<file path="config.mk">
export PLATFORM = sky130hd
export DESIGN_NAME = seg_display_scan_ctrl
export DESIGN_NICKNAME = d
export VERILOG_FILES = /design/src/rtl/seg_display_scan_ctrl.sv
export SDC_FILE = /design/constraint.sdc
export NUM_CORES = 1
export LEC_CHECK = 0
export CORE_MARGIN = 2
export CORE_UTILIZATION = 40
export CTS_CLUSTER_SIZE = 25
export DETAILED_ROUTE_END_ITERATION = 7
export SYNTH_ARGS = -nofsm -noshare
export SYNTH_HDL_FRONTEND = slang
export SYNTH_SLANG_ARGS = --single-unit
</file>
<file path="constraint.sdc">
create_clock -name clk -period 4.7 [get_ports clk]
set_clock_uncertainty 0.05 [all_clocks]
set_input_delay 0.94 -clock clk [delete_from_list [all_inputs] [get_ports clk]]
set_output_delay 0.94 -clock clk [all_outputs]
set_load 0.02 [all_outputs]
</file>
<file path="src/rtl/seg_display_scan_ctrl.sv">
// Bus-mapped, time-multiplexed N-digit common-anode 7-segment controller.
// Provides prescaled scanning, per-digit blank/DP/blink masks, raw mode and PWM brightness.
module seg_display_scan_ctrl #(
    parameter int NUM_DIGITS     = 4,
    parameter int PRESCALE_SHIFT = 8
) (
    input  logic                  clk,
    input  logic                  rst,
    input  logic [3:0]            Address,
    input  logic [7:0]            Data_Bus_in,
    output logic [7:0]            Data_Bus_out,
    input  logic                  Cen,
    input  logic                  Rd,
    input  logic                  Wr,
    output logic [6:0]            seg,
    output logic                  seg_dp,
    output logic [NUM_DIGITS-1:0] anode
);

    localparam int IDX_W  = (NUM_DIGITS > 1) ? $clog2(NUM_DIGITS) : 1;
    localparam int SLOT_W = 8 + PRESCALE_SHIFT;
    localparam logic [IDX_W-1:0] LAST_IDX = IDX_W'(NUM_DIGITS - 1);

    // Active-low hex glyphs, segment order A..G from bit 6 down to bit 0.
    function automatic logic [6:0] hex_glyph(input logic [3:0] v);
        logic [6:0] g;
        case (v)
            4'h0:    g = 7'h01;
            4'h1:    g = 7'h4F;
            4'h2:    g = 7'h12;
            4'h3:    g = 7'h06;
            4'h4:    g = 7'h4C;
            4'h5:    g = 7'h24;
            4'h6:    g = 7'h20;
            4'h7:    g = 7'h0F;
            4'h8:    g = 7'h00;
            4'h9:    g = 7'h04;
            4'hA:    g = 7'h08;
            4'hB:    g = 7'h60;
            4'hC:    g = 7'h31;
            4'hD:    g = 7'h42;
            4'hE:    g = 7'h30;
            4'hF:    g = 7'h38;
            default: g = 7'h7F;
        endcase
        return g;
    endfunction

    logic [7:0]            ctrl_q,       ctrl_d;
    logic [7:0]            divisor_q,    divisor_d;
    logic [NUM_DIGITS-1:0] blank_q,      blank_d;
    logic [NUM_DIGITS-1:0] dp_q,         dp_d;
    logic [NUM_DIGITS-1:0] blink_q,      blink_d;
    logic [7:0]            blink_rate_q, blink_rate_d;
    logic [7:0]            digit_q [NUM_DIGITS];
    logic [7:0]            digit_d [NUM_DIGITS];
    logic [7:0]            rd_data_q,    rd_data_d;

    logic [SLOT_W-1:0]     slot_cnt_q,   slot_cnt_d;
    logic [IDX_W-1:0]      idx_q,        idx_d;
    logic [3:0]            pwm_cnt_q,    pwm_cnt_d;
    logic [7:0]            frame_cnt_q,  frame_cnt_d;
    logic                  blink_phase_q, blink_phase_d;

    logic [NUM_DIGITS-1:0] anode_q,      anode_d;
    logic [6:0]            seg_q,        seg_d;
    logic                  seg_dp_q,     seg_dp_d;

    logic                  wr_en_s, rd_en_s;
    logic [7:0]            rd_mux_s;
    logic                  enable_s, blink_en_s, raw_mode_s;
    logic [3:0]            brightness_s;
    logic [SLOT_W-1:0]     slot_last_s;
    logic [6:0]            cur_digit_s;
    logic                  cur_blank_s, cur_dp_s, cur_blink_s;
    logic                  lit_s;

    assign wr_en_s      = Cen & Wr;
    assign rd_en_s      = Cen & Rd;
    assign enable_s     = ctrl_q[0];
    assign blink_en_s   = ctrl_q[1];
    assign raw_mode_s   = ctrl_q[2];
    assign brightness_s = ctrl_q[7:4];
    // Wraps modulo 2^SLOT_W, so DIVISOR=255 still yields the all-ones terminal count.
    assign slot_last_s  = ((SLOT_W'(divisor_q) + SLOT_W'(1)) << PRESCALE_SHIFT) - SLOT_W'(1);

    // Register-file write decode
    always_comb begin
        ctrl_d       = ctrl_q;
        divisor_d    = divisor_q;
        blank_d      = blank_q;
        dp_d         = dp_q;
        blink_d      = blink_q;
        blink_rate_d = blink_rate_q;
        digit_d      = digit_q;
        if (wr_en_s) begin
            case (Address)
                4'h0:    ctrl_d       = Data_Bus_in;
                4'h1:    divisor_d    = Data_Bus_in;
                4'h2:    blank_d      = Data_Bus_in[NUM_DIGITS-1:0];
                4'h3:    dp_d         = Data_Bus_in[NUM_DIGITS-1:0];
                4'h4:    blink_d      = Data_Bus_in[NUM_DIGITS-1:0];
                4'h5:    blink_rate_d = Data_Bus_in;
                default: begin
                    for (int i = 0; i < NUM_DIGITS; i++) begin
                        if (Address == 4'(8 + i)) begin
                            digit_d[i] = Data_Bus_in;
                        end else begin
                            digit_d[i] = digit_q[i];
                        end
                    end
                end
            endcase
        end else begin
            ctrl_d = ctrl_q;
        end
    end

    // Read mux and registered read data (pre-write values on a same-cycle write)
    always_comb begin
        rd_mux_s = 8'h00;
        case (Address)
            4'h0:    rd_mux_s = ctrl_q;
            4'h1:    rd_mux_s = divisor_q;
            4'h2:    rd_mux_s = 8'(blank_q);
            4'h3:    rd_mux_s = 8'(dp_q);
            4'h4:    rd_mux_s = 8'(blink_q);
            4'h5:    rd_mux_s = blink_rate_q;
            default: begin
                for (int i = 0; i < NUM_DIGITS; i++) begin
                    if (Address == 4'(8 + i)) begin
                        rd_mux_s = digit_q[i];
                    end else begin
                        rd_mux_s = rd_mux_s;
                    end
                end
            end
        endcase
        if (rd_en_s) begin
            rd_data_d = rd_mux_s;
        end else begin
            rd_data_d = rd_data_q;
        end
    end

    // Per-digit attributes of the digit currently being scanned
    always_comb begin
        cur_digit_s = 7'h00;
        cur_blank_s = 1'b0;
        cur_dp_s    = 1'b0;
        cur_blink_s = 1'b0;
        for (int i = 0; i < NUM_DIGITS; i++) begin
            if (idx_q == IDX_W'(i)) begin
                cur_digit_s = digit_q[i][6:0];
                cur_blank_s = blank_q[i];
                cur_dp_s    = dp_q[i];
                cur_blink_s = blink_q[i];
            end else begin
                cur_digit_s = cur_digit_s;
            end
        end
    end

    // Scan, PWM and blink-frame sequencing
    always_comb begin
        slot_cnt_d    = '0;
        idx_d         = '0;
        pwm_cnt_d     = 4'h0;
        frame_cnt_d   = 8'h00;
        blink_phase_d = 1'b0;
        if (enable_s) begin
            pwm_cnt_d     = pwm_cnt_q + 4'h1;
            idx_d         = idx_q;
            frame_cnt_d   = frame_cnt_q;
            blink_phase_d = blink_phase_q;
            if (slot_cnt_q >= slot_last_s) begin
                slot_cnt_d = '0;
                if (idx_q == LAST_IDX) begin
                    idx_d = '0;
                    if (frame_cnt_q == blink_rate_q) begin
                        frame_cnt_d   = 8'h00;
                        blink_phase_d = ~blink_phase_q;
                    end else begin
                        frame_cnt_d   = frame_cnt_q + 8'h01;
                    end
                end else begin
                    idx_d = idx_q + IDX_W'(1);
                end
            end else begin
                slot_cnt_d = slot_cnt_q + SLOT_W'(1);
            end
        end else begin
            slot_cnt_d = '0;
        end
    end

    // Pin drive: anode and segments are computed together so they switch on the same edge
    always_comb begin
        lit_s = enable_s & ~cur_blank_s & ~(blink_en_s & cur_blink_s & blink_phase_q)
              & (pwm_cnt_q <= brightness_s);
        if (lit_s) begin
            anode_d  = ~(NUM_DIGITS'(1) << idx_q);
            seg_d    = raw_mode_s ? ~cur_digit_s : hex_glyph(cur_digit_s[3:0]);
            seg_dp_d = ~cur_dp_s;
        end else begin
            anode_d  = '1;
            seg_d    = 7'h7F;
            seg_dp_d = 1'b1;
        end
    end

    // State and output registers
    always_ff @(posedge clk or posedge rst) begin
        if (rst) begin
            ctrl_q        <= 8'h00;
            divisor_q     <= 8'h00;
            blank_q       <= '0;
            dp_q          <= '0;
            blink_q       <= '0;
            blink_rate_q  <= 8'h00;
            for (int i = 0; i < NUM_DIGITS; i++) begin
                digit_q[i] <= 8'h00;
            end
            rd_data_q     <= 8'h00;
            slot_cnt_q    <= '0;
            idx_q         <= '0;
            pwm_cnt_q     <= 4'h0;
            frame_cnt_q   <= 8'h00;
            blink_phase_q <= 1'b0;
            anode_q       <= '1;
            seg_q         <= 7'h7F;
            seg_dp_q      <= 1'b1;
        end else begin
            ctrl_q        <= ctrl_d;
            divisor_q     <= divisor_d;
            blank_q       <= blank_d;
            dp_q          <= dp_d;
            blink_q       <= blink_d;
            blink_rate_q  <= blink_rate_d;
            digit_q       <= digit_d;
            rd_data_q     <= rd_data_d;
            slot_cnt_q    <= slot_cnt_d;
            idx_q         <= idx_d;
            pwm_cnt_q     <= pwm_cnt_d;
            frame_cnt_q   <= frame_cnt_d;
            blink_phase_q <= blink_phase_d;
            anode_q       <= anode_d;
            seg_q         <= seg_d;
            seg_dp_q      <= seg_dp_d;
        end
    end

    assign Data_Bus_out = rd_data_q;
    assign anode        = anode_q;
    assign seg          = seg_q;
    assign seg_dp       = seg_dp_q;

endmodule

</file>
==> After elaboration in Yosys (flattened, before gate mapping) <==
Memories as Yosys holds them, arrays and structs flattened.
Index checks and enable logic that the tools add are counted.
Widths: inputs -> output; s select.
{ "word_totals": {"register_bits": 119, "mem_bits_ro": 112, "output_inout_bits": 20, "wordCells": 113, "n_memories": 1} }
{ "mem_list": {"columns": ["name", "words", "width", "rd", "rd_ports_with_merged_regs", "wr", "line_no", "source"], "rows": [
  ["(name not given)", 16, 7, 1, 0, 0, "27", "case (v)"]
]} }
{ "classes": {"add_sub_neg": 6, "order_cmp": 2, "n_eq_ne": 16, "shift": 1, "muxes": 39, "n_bitwise": 14, "reduce_logical": 15} }
{ "op_table": {"columns": ["operator", "count"], "rows": [
  ["$mux 8", 8],
  ["$pmux 8 s6", 1],
  ["$mux 7", 6],
  ["$mux 16", 2],
  ["$mux 1", 17],
  ["$add 16x1->16 const B", 1],
  ["$add 8x1->8 const B", 2],
  ["$eq 4x4->1 const B", 4],
  ["$ge 16x16->1", 1],
  ["$sub 16x1->16 const B", 1],
  ["$reduce_and 3->1", 5],
  ["$reduce_and 2->1", 7],
  ["$eq 4x2->1 const B", 2],
  ["$eq 4x3->1 const B", 2],
  ["$eq 8x8->1", 1],
  ["$mux 4", 2],
  ["$and 1x1->1", 7],
  ["$not 7->7", 1],
  ["$mux 2", 3],
  ["$ne 2x1->1 const B", 3],
  ["$reduce_or 6->1", 1],
  ["$not 1->1", 5],
  ["$add 4x1->4 const B", 1],
  ["$eq 2x2->1 const B", 2],
  ["8 further kinds", 8]
]} }

==> Longest topological paths before layout <==
Gate-level depths: netlist (run 1).
{ "logic_depth": {"ltp_word": 11, "mapped_depth": 16} }

==> Worst setup path after synthesis (run 1) <==
OpenSTA, ideal clock, no wires.
{ "synth_path": {"path_kind": "register to register", "from": "register divisor_q[0]", "to": "register frame_cnt_q[5]", "setup_ns": 0.121, "t_arrival_ns": 2.890, "required_ns": 4.529, "slack_ns": 1.639, "path_stages_with_launch": 15, "n_path_buf": 1, "path_cell_list": "dfrtp_1 ha_1 nor3b_1 a21oi_1 o22ai_1 nand2_1 xor2_1 ha_1 o21ai_0 nor2_1 o31a_1 or3b_1 clkbuf_1 and2_4 a22o_1"} }
{ "synth_between": {"elab_chain_cells": 5} }
{ "synth_rtl": {"columns": ["item", "line_no", "source"], "rows": [
  ["from (decl)", "50", "logic [7:0] divisor_q, divisor_d;"],
  ["from (signal assigned)", "235", "divisor_q <= divisor_d;"],
  ["$add 8x1->8", "85", "assign slot_last_s = ((SLOT_W'(divisor_q) + SLOT_W'(1)) << PRESCALE_SHIFT) - SLOT_W'(1);"],
  ["$sub 16x1->16", "85", null],
  ["$ge 16x16->1", "176", "if (slot_cnt_q >= slot_last_s) begin"],
  ["$ne 2x1->1 (no line)", null, null],
  ["$reduce_and 2->1 (no line)", null, null],
  ["to (signal assigned)", "245", "frame_cnt_q <= frame_cnt_d;"],
  ["to (decl)", "62", "logic [7:0] frame_cnt_q, frame_cnt_d;"]
]} }
Every way passes these cells.
A chain may end at the register's enable or synchronous reset.

==> Final worst setup path (run 1) <==
{ "layout_path": {"from": "register divisor_q[1]", "to": "register frame_cnt_q[6]"} }
Same word-level chain as after synthesis.

==> results of run 1 <==
registers in the layout (all words and copies together), names as in the netlist:
register,count
divisor_q,8
blink_rate_q,8
ctrl_q,8
frame_cnt_q,8
digit_q,32
anode,4
blink_phase_q,1
blink_q,4
slot_cnt_q,16
blank_q,4
dp_q,4
seg_dp,1
seg,7
pwm_cnt_q,4
idx_q,2
Data_Bus_out,8
per-stage QoR:
| stage | utilization | std cells |
|---|---|---|
| 2_1_floorplan | - | 620 |
| 3_3_place_gp | 0.438 | 852 |
| 3_5_place_dp | 0.438 | 852 |
| 4_1_cts | 0.472 | 884 |
| 5_1_grt | 0.472 | 884 |
| 6_report | 0.472 | 884 |
power groups by stage:
stage	combinational (W)	sequential [W]	clock, W
global route	0.00111	0.00139	0.00131
finish	0.00101	0.00136	0.00124
floorplan	0.000727	0.00136	0
global placement	0.000973	0.00137	0
detailed placement	0.000994	0.00138	0
CTS	0.00100	0.00136	0.00126
synth_stat cells (7+ instances only):
| master | number | area share |
|---|---|---|
| dfrtp_1 | 107 | 0.40 |
| mux2_2 | 73 | 0.12 |
| nand2_1 | 57 | 0.032 |
| nor2_1 | 50 | 0.028 |
| o21ai_0 | 36 | 0.027 |
| ha_1 | 27 | 0.051 |
| xnor2_1 | 24 | 0.032 |
| inv_1 | 16 | 0.0090 |
| a21oi_1 | 13 | 0.0098 |
| nand3_1 | 13 | 0.0098 |
| nor2b_1 | 13 | 0.012 |
| a22oi_1 | 12 | 0.014 |
| dfstp_2 | 12 | 0.047 |
| xor2_1 | 12 | 0.016 |
| buf_2 | 10 | 0.0075 |
| mux4_2 | 9 | 0.030 |
| nand4_1 | 9 | 0.0084 |
| nor3_1 | 9 | 0.0068 |
| clkbuf_1 | 8 | 0.0045 |
| and2_1 | 7 | 0.0066 |
| buf_1 | 7 | 0.0039 |
| mux2i_1 | 7 | 0.011 |
| o211ai_1 | 7 | 0.0079 |
cells in the final DEF (no fill, tap or decap), types with 4 or more instances in the layout:
cell             Yosys  final
a21oi_1             13     13
a22oi_1             12     12
and2_1               7      7
and3_1               4      4
buf_4                3      8
clkbuf_1             8      5
clkbuf_16            0     17
clkdlybuf4s50_1      0     36
clkinv_2             0      5
dfrtp_1            107    107
dfstp_2             12     12
ha_1                27     27
inv_1               16     15
mux2_2              73     73
mux2i_1              7      7
mux4_2               9      9
nand2_1             57     57
nand2b_1             4      4
nand3_1             13     13
nand3b_1             4      4
nand4_1              9      9
nor2_1              50     50
nor2b_1             13     13
nor3_1               9      9
o211ai_1             7      7
o21ai_0             36     36
o22ai_1              4      4
xnor2_1             24     24
xor2_1              12     12
routing by layer:
layer | global-route usage | vias up | share of wire
met5 | 0 | - | 0
met4 | 0.0687 | 0 | 0.017
met3 | 0.0479 | 25 | 0.051
met2 | 0.301 | 127 | 0.47
met1 | 0.261 | 2389 | 0.46
li1 | - | 2284 | -
kinds of logic after synthesis:
| group | share of synthesized area |
|---|---|
| AND/OR/NAND/NOR | 0.144 |
| flip-flops | 0.449 |
| AO/OA/AOI/OAI | 0.109 |
| multiplexers | 0.164 |
| buffers and inverters | 0.0351 |
| XOR/XNOR | 0.0473 |
| adder cells (fa/ha/maj) | 0.0507 |
critical path, delay by kind of cell (launching register included):
kind,cells,cell delay (ns)
DFF,1,0.50
adders and majority gates,2,0.60
AOI/OAI and AO/OA,4,0.67
and+or+nand+nor,4,1.28
xor gates and xnor gates,2,0.35
muxes,1,0.21
final timing paths:
kind,from,to,slack (ns),depth (start not counted)
min in group asynchronous,rst,pwm_cnt_q[1],1.01,2
worst max register to register,divisor_q[1],frame_cnt_q[6],0.92,13
worst min register to register,Data_Bus_out[1],Data_Bus_out[1],0.42,2
worst min-delay path,Data_Bus_out[1],Data_Bus_out[1],0.42,2
worst max-delay path,divisor_q[1],frame_cnt_q[6],0.92,13
max in group asynchronous,rst,seg[4],2.62,3
layout make-up:
| type | instances | area, sq um | share of cell area |
|---|---|---|---|
| clock buffers | 23 | 458 | 0.0591 |
| clock inverters | 9 | 101 | 0.0131 |
| inverters | 17 | 66.3 | 0.00856 |
| multi-input cells | 452 | 3440 | 0.443 |
| flip-flops and latches | 119 | 2990 | 0.386 |
| well taps | 220 | 275 | 0.0355 |
| repair buffers | 44 | 420 | 0.0542 |
==> run metrics, run 1 <==
fmax approximately 260 MHz; drt initial violations about 290; Area growth syn-to-layout 16.3%; Filler cells roughly 1,500; Max-Cap Viols 0; unrepaired setup endpoints after global routing no; Core Box Area 16,400 sq um; worst path required time around 5.0 ns; status complete, no violations; Clk pin slew, worst setup/hold paths ~0.050 ns; minimum clock period 3.78 ns; number of nets in the layout approximately 700; clock network power share 0.343; P_int 0.00245 W; Worst-Margin Slew 0.929 ns; max-slew violations 0; largest net degree at the start of global routing 74; worst path cell trace ha_1, nand2_1, nor2_1, xnor2_1, o211ai_1, mux2i_1, xnor2_1, ha_1, a21oi_1, o21ai_0, or3b_1, and2_4, a22o_1; clk sinks 119; minimum hold slack ~0.42 ns; Peak VDD IR approximately 0.00023 V; via count 4,825; crit path DAT between 4 and 5 ns; Routed WL per cell approximately 18 um; pwr/cell area approximately 470 nW/um^2; gp weighted congestion a little under 0.9; post-synthesis net count about 660; sw power around 0.0012 W; CP Class register to register; Lkg Pwr 3.25 nW; fin worst setup slack ~0.9 ns; Worst path max stage delay just over 0.7 ns; port bufs 36; cells after synthesis a little over 600; Ant. Diodes 0; HPWL Detailed between 10,000 and 15,000 um; Worst Path Max Fanout 24; Seq/Total Area, Yosys 0.449; antenna-violating nets left 0; slowest stage cell on the critical path or3b_1; Finish-stage setup viols 0; Mean Syn Cell Area between 10 and 15 sq um; post_cts resized 0; Combinational Power Share 0.279; H-tree depth 4; Die Span X approximately 130 um; Final period util 0.805; die span in y ~130 um; Worst setup SP type register; grt ovf 0; Post-CTS Setup Inserts 0; io pins 37; initial core utilization 0.406; Max transition margin 0.375; Post-route DRC 0; vias in the first global route roughly 4,900; fraction of registers with async set/reset 1.00; area post-placement 7190 sq um; initial antenna violation count 0; pre-CTS WS between 0.9 and 1 ns; cts hold-fix bufs 0; Tot Pwr around 0.0036 W; YS warnings 0; drt pass-1 iters 4; Net Sw Frac 0.320; first-pass GRT wire length approximately 26,000 um; clk_lat worst skew around 0.42 ns; final hold vios 0; total wire length between 15,000 and 20,000 um; Root Driver clkbuf_16; post-route cell area about 7800 sq um; sequential power share 0.378; FF+latch count, synth 119; Netlist cell types 66; nature of the critical path endpoint register; ys flop type dfrtp_1; die area roughly 18,000 sq um; Post-synth EDFFs 0; CTS Buf Count 17; layout cells sized above 1 0.221; clock buffer depth 2; Fin Setup TNS 0 ns; all-layer global routing usage 0.192; worst hold path type register to register; FP Rows between 40 and 50; CTS tree built; vias per cell 5.46; Cell Area, Synth roughly 6700 sq um
(Power assumes the default switching activity.)
==> run 2, diff against run 1 <==
Clock period 4.7 ns to 3.95 ns, I/O delays scaled along.
==> run 2 against run 1 <==
Fmax grew 14%. Via count is 1.1% higher. Sequential power increased by 19%. Clock-buffer cell count decreased by 5. Critical endpoint is now frame_cnt_q[5]. Largest power group is now the clock network.
==> run metrics, run 2 (synthesis results as in run 1) <==
status complete, no violations; commonest cells after routing, fill and taps aside 107 x dfrtp_1, 73 x mux2_2, 57 x nand2_1; Core Box Area roughly 16,000 sq um; area post-placement about 7300 sq um; clock buffer depth 2; vias per cell 5.47; Post-route DRC 0; H-tree depth 4; die span in y ~130 um; most common cell after layout, fill and taps aside dfrtp_1; all-layer global routing usage 0.192; drt initial violations 302; HPWL Detailed around 11,000 um; Fin Setup TNS 0 ns; layout cells sized above 1 0.237; grt ovf 0; vias in the first global route 4,775; fmax 301 MHz; crit path DAT roughly 3.6 ns; initial core utilization 0.406; final hold vios 0; post_cts resized 0; number of nets in the layout 702; Final period util 0.840; minimum clock period roughly 3.3 ns; Ant. Diodes 0; Routed WL per cell ~18 um; Post-CTS Setup Inserts 0; clk sinks approximately 120; Worst-Margin Slew around 0.7 ns; CP Class register to register; antenna-violating nets left 0; Lkg Pwr roughly 3.3 nW; Worst setup SP type register; Clk pin slew, worst setup/hold paths ~0.060 ns; port bufs 36; met1 usage 0.257; clk_lat worst skew ~0.42 ns; Largest regs digit_q (32), slot_cnt_q (16); via count between 4,000 and 5,000; Tot Pwr ~0.0045 W; Max-Cap Viols 0; Max transition margin 0.523; GRT met3 Usage 0.0521; Die Span X around 130 um; gp weighted congestion between 0.8 and 0.9; worst hold path type register to register; die area approximately 18,000 sq um; max FFs per register 32; largest net degree at the start of global routing 56; post-route cell area between 7000 and 8000 sq um; first-pass GRT wire length between 20,000 and 30,000 um; FP Rows 47; CTS tree built; nature of the critical path endpoint register; met2 usage 0.304; worst path required time 4.21 ns; io pins 37; pwr/cell area between 500 and 600 nW/um^2; initial antenna violation count 0; Area growth syn-to-layout 18.8%; Top Usage Layer GRT met2; max-slew violations 0; cts hold-fix bufs 0; CTS Buf Count 17; Top reg by flops digit_q; drt pass-1 iters 5; Worst Path Max Fanout 9; Peak VDD IR between 0.0003 and 0.0004 V; R2R Setup Slk approximately 0.63 ns; Root Driver clkbuf_16; total wire length 16,100 um; unrepaired setup endpoints after global routing no; Finish-stage setup viols 0
run 2: metrics by stage:
step                std cells  hold slack, ns  setup slack, ns   util
detailed placement        859           0.423            0.643  0.442
finish                    891           0.424            0.633  0.483
CTS                       891           0.431            0.634  0.483
floorplan                 620           0.398            0.889      -
global route              891           0.450            0.323  0.483
global placement          859           0.415            0.727  0.442
run 2: critical path, stage by stage (launching register included):
cell and delay (ns):
dfrtp_1 0.47, ha_1 0.40, nor3b_1 0.20, a21oi_1 0.06, o22ai_1 0.14, nand2_1 0.09, xor2_1 0.16, ha_1 0.30
o21ai_0 0.07, nor2_1 0.07, o31a_1 0.29, or3b_1 0.51, and2_4 0.20, a22o_1 0.19
run 2: per-layer routing:
layer / vias up / share of wire
met4: 0 / 0.011
met1: 2429 / 0.46
met2: 134 / 0.48
met3: 13 / 0.056
li1: 2301 / -
met5: - / 0
run 2: worst paths after layout:
kind	start	endpoint	cells after the start
min	slot_cnt_q[0]	slot_cnt_q[0]	1
min reg2reg	slot_cnt_q[0]	slot_cnt_q[0]	1
max	divisor_q[0]	frame_cnt_q[5]	13
max reg2reg	divisor_q[0]	frame_cnt_q[5]	13
max in group asynchronous	rst	seg[2]	3
min in group asynchronous	rst	pwm_cnt_q[0]	2
run 2: where the power goes:
group	leakage [nW]	internal (W)	switching, W
logic	1.48	0.000554	0.000650
registers	1.53	0.00143	0.000187
clock network	0.313	0.00114	0.000580
run 2: final cells by class:
type / instances / area, sq um
fillers: 1468 / 8490
multi-input cells: 452 / 3440
flip-flops and latches: 119 / 2990
repair buffers: 51 / 485
clock buffers: 18 / 439
well taps: 220 / 275
clock inverters: 14 / 221
inverters: 17 / 67.6
